[config.mk]
export PLATFORM = sky130hd
export DESIGN_NAME = wb_single_initiator
export DESIGN_NICKNAME = d
export VERILOG_FILES = /design/src/rtl/wb_initiator_pkg.sv /design/src/rtl/wb_watchdog_cnt.sv /design/src/rtl/wb_single_initiator.sv
export SDC_FILE = /design/constraint.sdc
export NUM_CORES = 1
export LEC_CHECK = 0
export ABC_CLOCK_PERIOD_IN_PS = 2500
export CAP_MARGIN = 0
export CORE_MARGIN = 1.5
export CORE_UTILIZATION = 38
export DETAILED_ROUTE_END_ITERATION = 8
export PLACE_DENSITY = 0.85
export SETUP_SLACK_MARGIN = 0.2
export SYNTH_ARGS = -nofsm -noshare
export SYNTH_HDL_FRONTEND = slang
export SYNTH_HIERARCHICAL = 1
export SYNTH_SLANG_ARGS = --single-unit
[constraint.sdc]
create_clock -name clk_i -period 2.5 [get_ports clk_i]
set_input_delay 0.5 -clock clk_i [delete_from_list [all_inputs] [get_ports clk_i]]
set_output_delay 0.5 -clock clk_i [all_outputs]
set_load 0.01 [all_outputs]
[src/rtl/wb_initiator_pkg.sv]
// Shared types for the Wishbone single-beat initiator: response status codes,
// FSM state encoding and a counter-width helper.
package wb_initiator_pkg;

    typedef enum logic [1:0] {
        STS_OK  = 2'b00,
        STS_ERR = 2'b01,
        STS_RTY = 2'b10,
        STS_TMO = 2'b11
    } rsp_sts_e;

    typedef enum logic [1:0] {
        ST_IDLE  = 2'b00,
        ST_ISSUE = 2'b01,
        ST_WAIT  = 2'b10
    } state_e;

    // Width needed to hold 0..max_val; never narrower than one bit.
    function automatic int unsigned cnt_width(input int unsigned max_val);
        return (max_val > 32'd0) ? $clog2(max_val + 32'd1) : 32'd1;
    endfunction

endpackage

[src/rtl/wb_watchdog_cnt.sv]
// Cycle watchdog: counts enabled cycles since the last clear and flags the
// cycle in which LIMIT enabled cycles have elapsed. LIMIT=0 disables it.
module wb_watchdog_cnt
    import wb_initiator_pkg::*;
#(
    parameter int unsigned LIMIT = 255
) (
    input  logic clk_i,
    input  logic rst_n_i,
    input  logic clr_i,
    input  logic en_i,
    output logic expired_o
);

    localparam int unsigned   CW      = cnt_width(LIMIT);
    localparam bit            ENABLED = (LIMIT != 32'd0);
    localparam logic [CW-1:0] LAST    = ENABLED ? CW'(LIMIT - 32'd1) : '0;

    logic [CW-1:0] cnt_q;
    logic [CW-1:0] cnt_d;

    // Next count: clear wins, otherwise count up and saturate at LAST.
    always_comb begin
        cnt_d = cnt_q;
        if (clr_i) begin
            cnt_d = '0;
        end else if (en_i && (cnt_q != LAST)) begin
            cnt_d = cnt_q + CW'(1);
        end else begin
            cnt_d = cnt_q;
        end
    end

    // Count register.
    always_ff @(posedge clk_i or negedge rst_n_i) begin
        if (!rst_n_i) begin
            cnt_q <= '0;
        end else begin
            cnt_q <= cnt_d;
        end
    end

    assign expired_o = ENABLED && en_i && !clr_i && (cnt_q == LAST);

endmodule

[src/rtl/wb_single_initiator.sv]
// Wishbone pipelined initiator: turns one req pulse into one single-beat WB
// cycle with stall handling, bounded rty re-issue and a watchdog timeout.
module wb_single_initiator
    import wb_initiator_pkg::*;
#(
    parameter int unsigned ADDR_WIDTH = 32,
    parameter int unsigned DATA_WIDTH = 32,
    parameter int unsigned TIMEOUT    = 255,
    parameter int unsigned MAX_RETRY  = 3
) (
    input  logic                    clk_i,
    input  logic                    rst_n_i,
    input  logic                    req_i,
    input  logic                    req_we_i,
    input  logic [ADDR_WIDTH-1:0]   req_adr_i,
    input  logic [DATA_WIDTH-1:0]   req_dat_i,
    input  logic [DATA_WIDTH/8-1:0] req_sel_i,
    output logic                    busy_o,
    output logic                    done_o,
    output logic [DATA_WIDTH-1:0]   rsp_dat_o,
    output logic [1:0]              rsp_sts_o,
    output logic                    wb_cyc_o,
    output logic                    wb_stb_o,
    output logic                    wb_we_o,
    output logic [ADDR_WIDTH-1:0]   wb_adr_o,
    output logic [DATA_WIDTH/8-1:0] wb_sel_o,
    output logic [DATA_WIDTH-1:0]   wb_dat_o,
    input  logic [DATA_WIDTH-1:0]   wb_dat_i,
    input  logic                    wb_ack_i,
    input  logic                    wb_err_i,
    input  logic                    wb_rty_i,
    input  logic                    wb_stall_i
);

    localparam int unsigned   SW          = DATA_WIDTH / 8;
    localparam int unsigned   RW          = cnt_width(MAX_RETRY);
    localparam logic [RW-1:0] RETRY_LIMIT = RW'(MAX_RETRY);

    state_e                  state_q,   state_d;
    logic                    cyc_q,     cyc_d;
    logic                    stb_q,     stb_d;
    logic                    we_q,      we_d;
    logic [ADDR_WIDTH-1:0]   adr_q,     adr_d;
    logic [SW-1:0]           sel_q,     sel_d;
    logic [DATA_WIDTH-1:0]   dat_q,     dat_d;
    logic                    busy_q,    busy_d;
    logic                    done_q,    done_d;
    logic [DATA_WIDTH-1:0]   rsp_dat_q, rsp_dat_d;
    rsp_sts_e                rsp_sts_q, rsp_sts_d;
    logic [RW-1:0]           retry_q,   retry_d;

    logic retry_ok_s;
    logic reissue_s;
    logic wd_clr_s;
    logic tmo_s;

    assign retry_ok_s = (retry_q < RETRY_LIMIT);
    // A re-issue only happens when rty is not masked by a simultaneous err.
    assign reissue_s  = (state_q != ST_IDLE) && !wb_err_i && wb_rty_i && retry_ok_s;
    assign wd_clr_s   = (state_q == ST_IDLE) || reissue_s;

    wb_watchdog_cnt #(
        .LIMIT (TIMEOUT)
    ) u_watchdog (
        .clk_i     (clk_i),
        .rst_n_i   (rst_n_i),
        .clr_i     (wd_clr_s),
        .en_i      (cyc_q),
        .expired_o (tmo_s)
    );

    // Next-state and next-output computation for the transfer FSM.
    always_comb begin
        state_d   = state_q;
        cyc_d     = cyc_q;
        stb_d     = stb_q;
        we_d      = we_q;
        adr_d     = adr_q;
        sel_d     = sel_q;
        dat_d     = dat_q;
        busy_d    = busy_q;
        done_d    = 1'b0;
        rsp_dat_d = rsp_dat_q;
        rsp_sts_d = rsp_sts_q;
        retry_d   = retry_q;
        case (state_q)
            ST_IDLE: begin
                if (req_i) begin
                    we_d    = req_we_i;
                    adr_d   = req_adr_i;
                    dat_d   = req_dat_i;
                    sel_d   = req_sel_i;
                    cyc_d   = 1'b1;
                    stb_d   = 1'b1;
                    busy_d  = 1'b1;
                    retry_d = '0;
                    state_d = ST_ISSUE;
                end else begin
                    state_d = ST_IDLE;
                end
            end
            ST_ISSUE, ST_WAIT: begin
                // Terminations outrank both the timeout and stall acceptance.
                if (wb_err_i || (wb_rty_i && !retry_ok_s) || wb_ack_i || tmo_s) begin
                    cyc_d   = 1'b0;
                    stb_d   = 1'b0;
                    busy_d  = 1'b0;
                    done_d  = 1'b1;
                    state_d = ST_IDLE;
                    if (wb_err_i) begin
                        rsp_sts_d = STS_ERR;
                    end else if (wb_rty_i) begin
                        rsp_sts_d = STS_RTY;
                    end else if (wb_ack_i) begin
                        rsp_sts_d = STS_OK;
                        rsp_dat_d = we_q ? rsp_dat_q : wb_dat_i;
                    end else begin
                        rsp_sts_d = STS_TMO;
                    end
                end else if (wb_rty_i) begin
                    retry_d = retry_q + RW'(1);
                    stb_d   = 1'b1;
                    state_d = ST_ISSUE;
                end else if ((state_q == ST_ISSUE) && !wb_stall_i) begin
                    stb_d   = 1'b0;
                    state_d = ST_WAIT;
                end else begin
                    state_d = state_q;
                end
            end
            default: begin
                cyc_d   = 1'b0;
                stb_d   = 1'b0;
                busy_d  = 1'b0;
                state_d = ST_IDLE;
            end
        endcase
    end

    // State and registered-output flops.
    always_ff @(posedge clk_i or negedge rst_n_i) begin
        if (!rst_n_i) begin
            state_q   <= ST_IDLE;
            cyc_q     <= 1'b0;
            stb_q     <= 1'b0;
            we_q      <= 1'b0;
            adr_q     <= '0;
            sel_q     <= '0;
            dat_q     <= '0;
            busy_q    <= 1'b0;
            done_q    <= 1'b0;
            rsp_dat_q <= '0;
            rsp_sts_q <= STS_OK;
            retry_q   <= '0;
        end else begin
            state_q   <= state_d;
            cyc_q     <= cyc_d;
            stb_q     <= stb_d;
            we_q      <= we_d;
            adr_q     <= adr_d;
            sel_q     <= sel_d;
            dat_q     <= dat_d;
            busy_q    <= busy_d;
            done_q    <= done_d;
            rsp_dat_q <= rsp_dat_d;
            rsp_sts_q <= rsp_sts_d;
            retry_q   <= retry_d;
        end
    end

    assign wb_cyc_o  = cyc_q;
    assign wb_stb_o  = stb_q;
    assign wb_we_o   = we_q;
    assign wb_adr_o  = adr_q;
    assign wb_sel_o  = sel_q;
    assign wb_dat_o  = dat_q;
    assign busy_o    = busy_q;
    assign done_o    = done_q;
    assign rsp_dat_o = rsp_dat_q;
    assign rsp_sts_o = rsp_sts_q;

endmodule

==> results of run 1 <==
where the power goes:
part	switching (mW)	internal, mW	leakage [nW]
clock network	0.836	1.72	0.305
logic	0.839	1.46	1.58
registers	0.289	2.43	1.43
routing by layer:
layer  share of wire  up-vias  global-route usage
met4           0.021        0              0.0732
met2            0.55      124               0.340
li1                -     1649                   -
met1            0.35     1789               0.188
met3           0.075       26              0.0924
met5               0        -                   0
synthesized netlist by cell type, types with 2 or more instances:
cell type  count
dfrtp_1      118
a21oi_2        3
nand4_1        4
buf_4          2
nand3_1        4
inv_1         10
o21ai_0        4
ha_1           7
nor2b_1        7
o311ai_0       2
clkbuf_1       3
nand2_1        4
a21oi_1        2
a31oi_1        2
nand2b_1       3
o211ai_1       2
or3_1          2
a211oi_1       2
mux2_2       103
nor2_1         9
and4_1         2
nor3_1         3
mux2i_1        2
buf_2         13
mux2_4         3
cells by family after synthesis:
group | count (synthesis) | synth area share
DFF | 118 | 0.607
adders and majority gates | 7 | 0.0180
buffers and inverters | 29 | 0.0288
and+or+nand+nor | 41 | 0.0453
muxes | 109 | 0.254
AOI/OAI and AO/OA | 30 | 0.0463
through the flow:
stage | power (mW) | std cells
floorplan | 3.60 | 334
global placement | 4.93 | 711
detailed placement | 5.03 | 711
CTS | 7.65 | 744
global route | 7.92 | 745
finish | 7.57 | 745
critical path: cells and delay by family (launching register included):
family / cells / cell delay, ns
simple gates: 4 / 1.32
fa+ha+maj: 1 / 0.25
compound gates: 1 / 0.16
flops: 1 / 0.43
sequential cells by signal, indices dropped and copies added, names as in the netlist:
| register | cells |
|---|---|
| u_watchdog/cnt_q | 8 |
| wb_we_o | 1 |
| rsp_dat_o | 32 |
| wb_sel_o | 4 |
| state_q | 2 |
| done_o | 1 |
| wb_adr_o | 32 |
| wb_dat_o | 32 |
| rsp_sts_o | 2 |
| busy_o | 1 |
| wb_stb_o | 1 |
| retry_q | 2 |
layout make-up:
| cell class | instances | area, um2 |
|---|---|---|
| clock buffer | 23 | 468 |
| inverter | 10 | 37.5 |
| multi-input combinational | 187 | 1840 |
| timing repair buffer | 226 | 2270 |
| sequential | 118 | 2950 |
| clock inverter | 9 | 149 |
| fill | 969 | 4640 |
| tap | 172 | 215 |
worst max-delay path by stage:
stage / startpoint / slack, ns / to
after CTS: u_watchdog/cnt_q[1]$_DFFE_PN0P_ / 0.23 / rsp_sts_o[1]$_DFFE_PN0P_
after floorplan: retry_q[0]$_DFFE_PN0P_ / 0.21 / state_q[0]$_DFFE_PN0P_
final: u_watchdog/cnt_q[1]$_DFFE_PN0P_ / 0.26 / state_q[0]$_DFFE_PN0P_
after global routing: u_watchdog/cnt_q[1]$_DFFE_PN0P_ / 0.18 / state_q[0]$_DFFE_PN0P_
after detailed placement: wb_rty_i / -0.06 / state_q[0]$_DFFE_PN0P_
after global placement: wb_rty_i / 0.01 / rsp_sts_o[1]$_DFFE_PN0P_
timing repair:
action                     4_1_cts  5_1_grt
setup endpoints to repair        3        7
pin swaps                        0        1
cloned                           0        0
gates resized for setup          1        4
setup buffers                    1        1
==> flow_metrics.env, run 1 <==
export IMPL_clk_pin_slew_ns=0.05
export IMPL_final_common_cell="clkdlybuf4s50_1"
export IMPL_cts_tree="done"
export IMPL_crit_arrival_ns=2.56
export IMPL_syn_area_um2=4860
export IMPL_p_per_area_nw_per_um2=955
export IMPL_synth_ff_latch_count=118
export IMPL_async_flop_share=1.00
export IMPL_grt_max_degree=65
export IMPL_rows=41
export IMPL_yosysUniqueCellTypes=43
export IMPL_avgSynthCellArea_um2=14.6
export IMPL_grt_pass1_wl_um=19300
export IMPL_syn_nets=449
export IMPL_io_buffers=214
export IMPL_worst_path_max_fanout=6
export IMPL_vias=3588
export IMPL_n_antenna_cell=0
export IMPL_grt_pass1_vias=3962
export IMPL_core_area_um2=12600
export IMPL_finalCritPeriodShare=0.896
export IMPL_hold_viol=0
export IMPL_reg2reg_to="state_q[0]$_DFFE_PN0P_"
export IMPL_fin_worst_skew_ns=0.00686
export IMPL_cts_hold_buf=0
export IMPL_drt_iter0_markers=188
export IMPL_leakagePower_nw=3.31
export IMPL_outcome="complete, no violations"
export IMPL_post_route_util=0.631
export IMPL_crit_type="register to register"
export IMPL_placed_area_um2=7270
export IMPL_end_kind="register"
export IMPL_netlist_area_leader_share=0.607
export IMPL_r2r_slack_ns=0.26
export IMPL_cts_root_buf="clkbuf_16"
export IMPL_tightest_slew_ns=0.680
export IMPL_synth_flop_cell="dfrtp_1"
export IMPL_globalRouteTotalUtil=0.189
export IMPL_drc=0
export IMPL_antenna_found_initial=0
export IMPL_rr_worst_depth=6
export IMPL_hpwl_um=8860
export IMPL_nets=675
export IMPL_rsz0062_at_grt="yes"
export IMPL_die_x_um=116
export IMPL_drv_cap=0
export IMPL_io_pins=215
export IMPL_fmax_mhz=447
export IMPL_die_h_um=116
export IMPL_min_path_type="primary input to async pin"
export IMPL_cp_data_required_time_ns=2.82
export IMPL_layout_common_cells="clkdlybuf4s50_1 (213), dfrtp_1 (118), mux2_2 (103)"
export IMPL_fin_ws_ns=0.261
export IMPL_r2r_start="u_watchdog/cnt_q[1]$_DFFE_PN0P_"
export IMPL_yosys_area_top_type="dfrtp_1"
export IMPL_vdd_drop_max_v=0.000627
export IMPL_cp_cell_sequence="ha_1 -> and3_1 -> and4_1 -> or3_4 -> or3_1 -> o22ai_1"
export IMPL_synth_seq_area_share=0.607
export IMPL_max_slew_margin=0.547
export IMPL_drt_first_pass_iters=4
export IMPL_area_growth_pct=63.1
export IMPL_maxSlewViolCount=0
export IMPL_cts_sink_count=118
export IMPL_setup_tns_ns=0
export IMPL_drive_gt1_frac=0.279
export IMPL_grt_overflow=0
export IMPL_max_stage_delay_ns=0.43
export IMPL_syn_inst=334
export IMPL_htreeDepth=4
export IMPL_dp_slack_ns=-0.0626
export IMPL_insertion_delay_ns=0.41
export IMPL_holdWs_ns=0.0767
export IMPL_period_needed_ns=2.24
export IMPL_globalplace_congestion=0.834
export IMPL_vias_per_cell=4.82
export IMPL_yosysWarnings=6
export IMPL_die_area_um2=13500
export IMPL_ctsLongestPathBuffers=2
export IMPL_worst_setup_path_start_kind="register"
export IMPL_final_area_um2=7930
export IMPL_setup_viol=0
export IMPL_drt_wl_total_um=12500
export IMPL_cts_buffers=17
export IMPL_slowest_stage="dfrtp_1"
export IMPL_synth_edff_count=0
export IMPL_wire_per_inst_um=16.8
export IMPL_ant_nets=0
export IMPL_start_util=0.387
export IMPL_synth_area_top_cells="dfrtp_1 (61%), mux2_2 (24%), ha_1 (1.8%)"
Note: power is estimated with default switching activity, not from simulation.
==> run 2, diff against run 1 <==
Settings changed: CAP_MARGIN 0 to unset.
==> results of run 2 <==
Final layout, timing and power as in run 1 (identical DEF).
==> run 3, diff against run 2 <==
Settings changed: GPL_TIMING_DRIVEN set to 1.
==> results of run 3 <==
Final layout, timing and power as in run 1 (identical DEF).
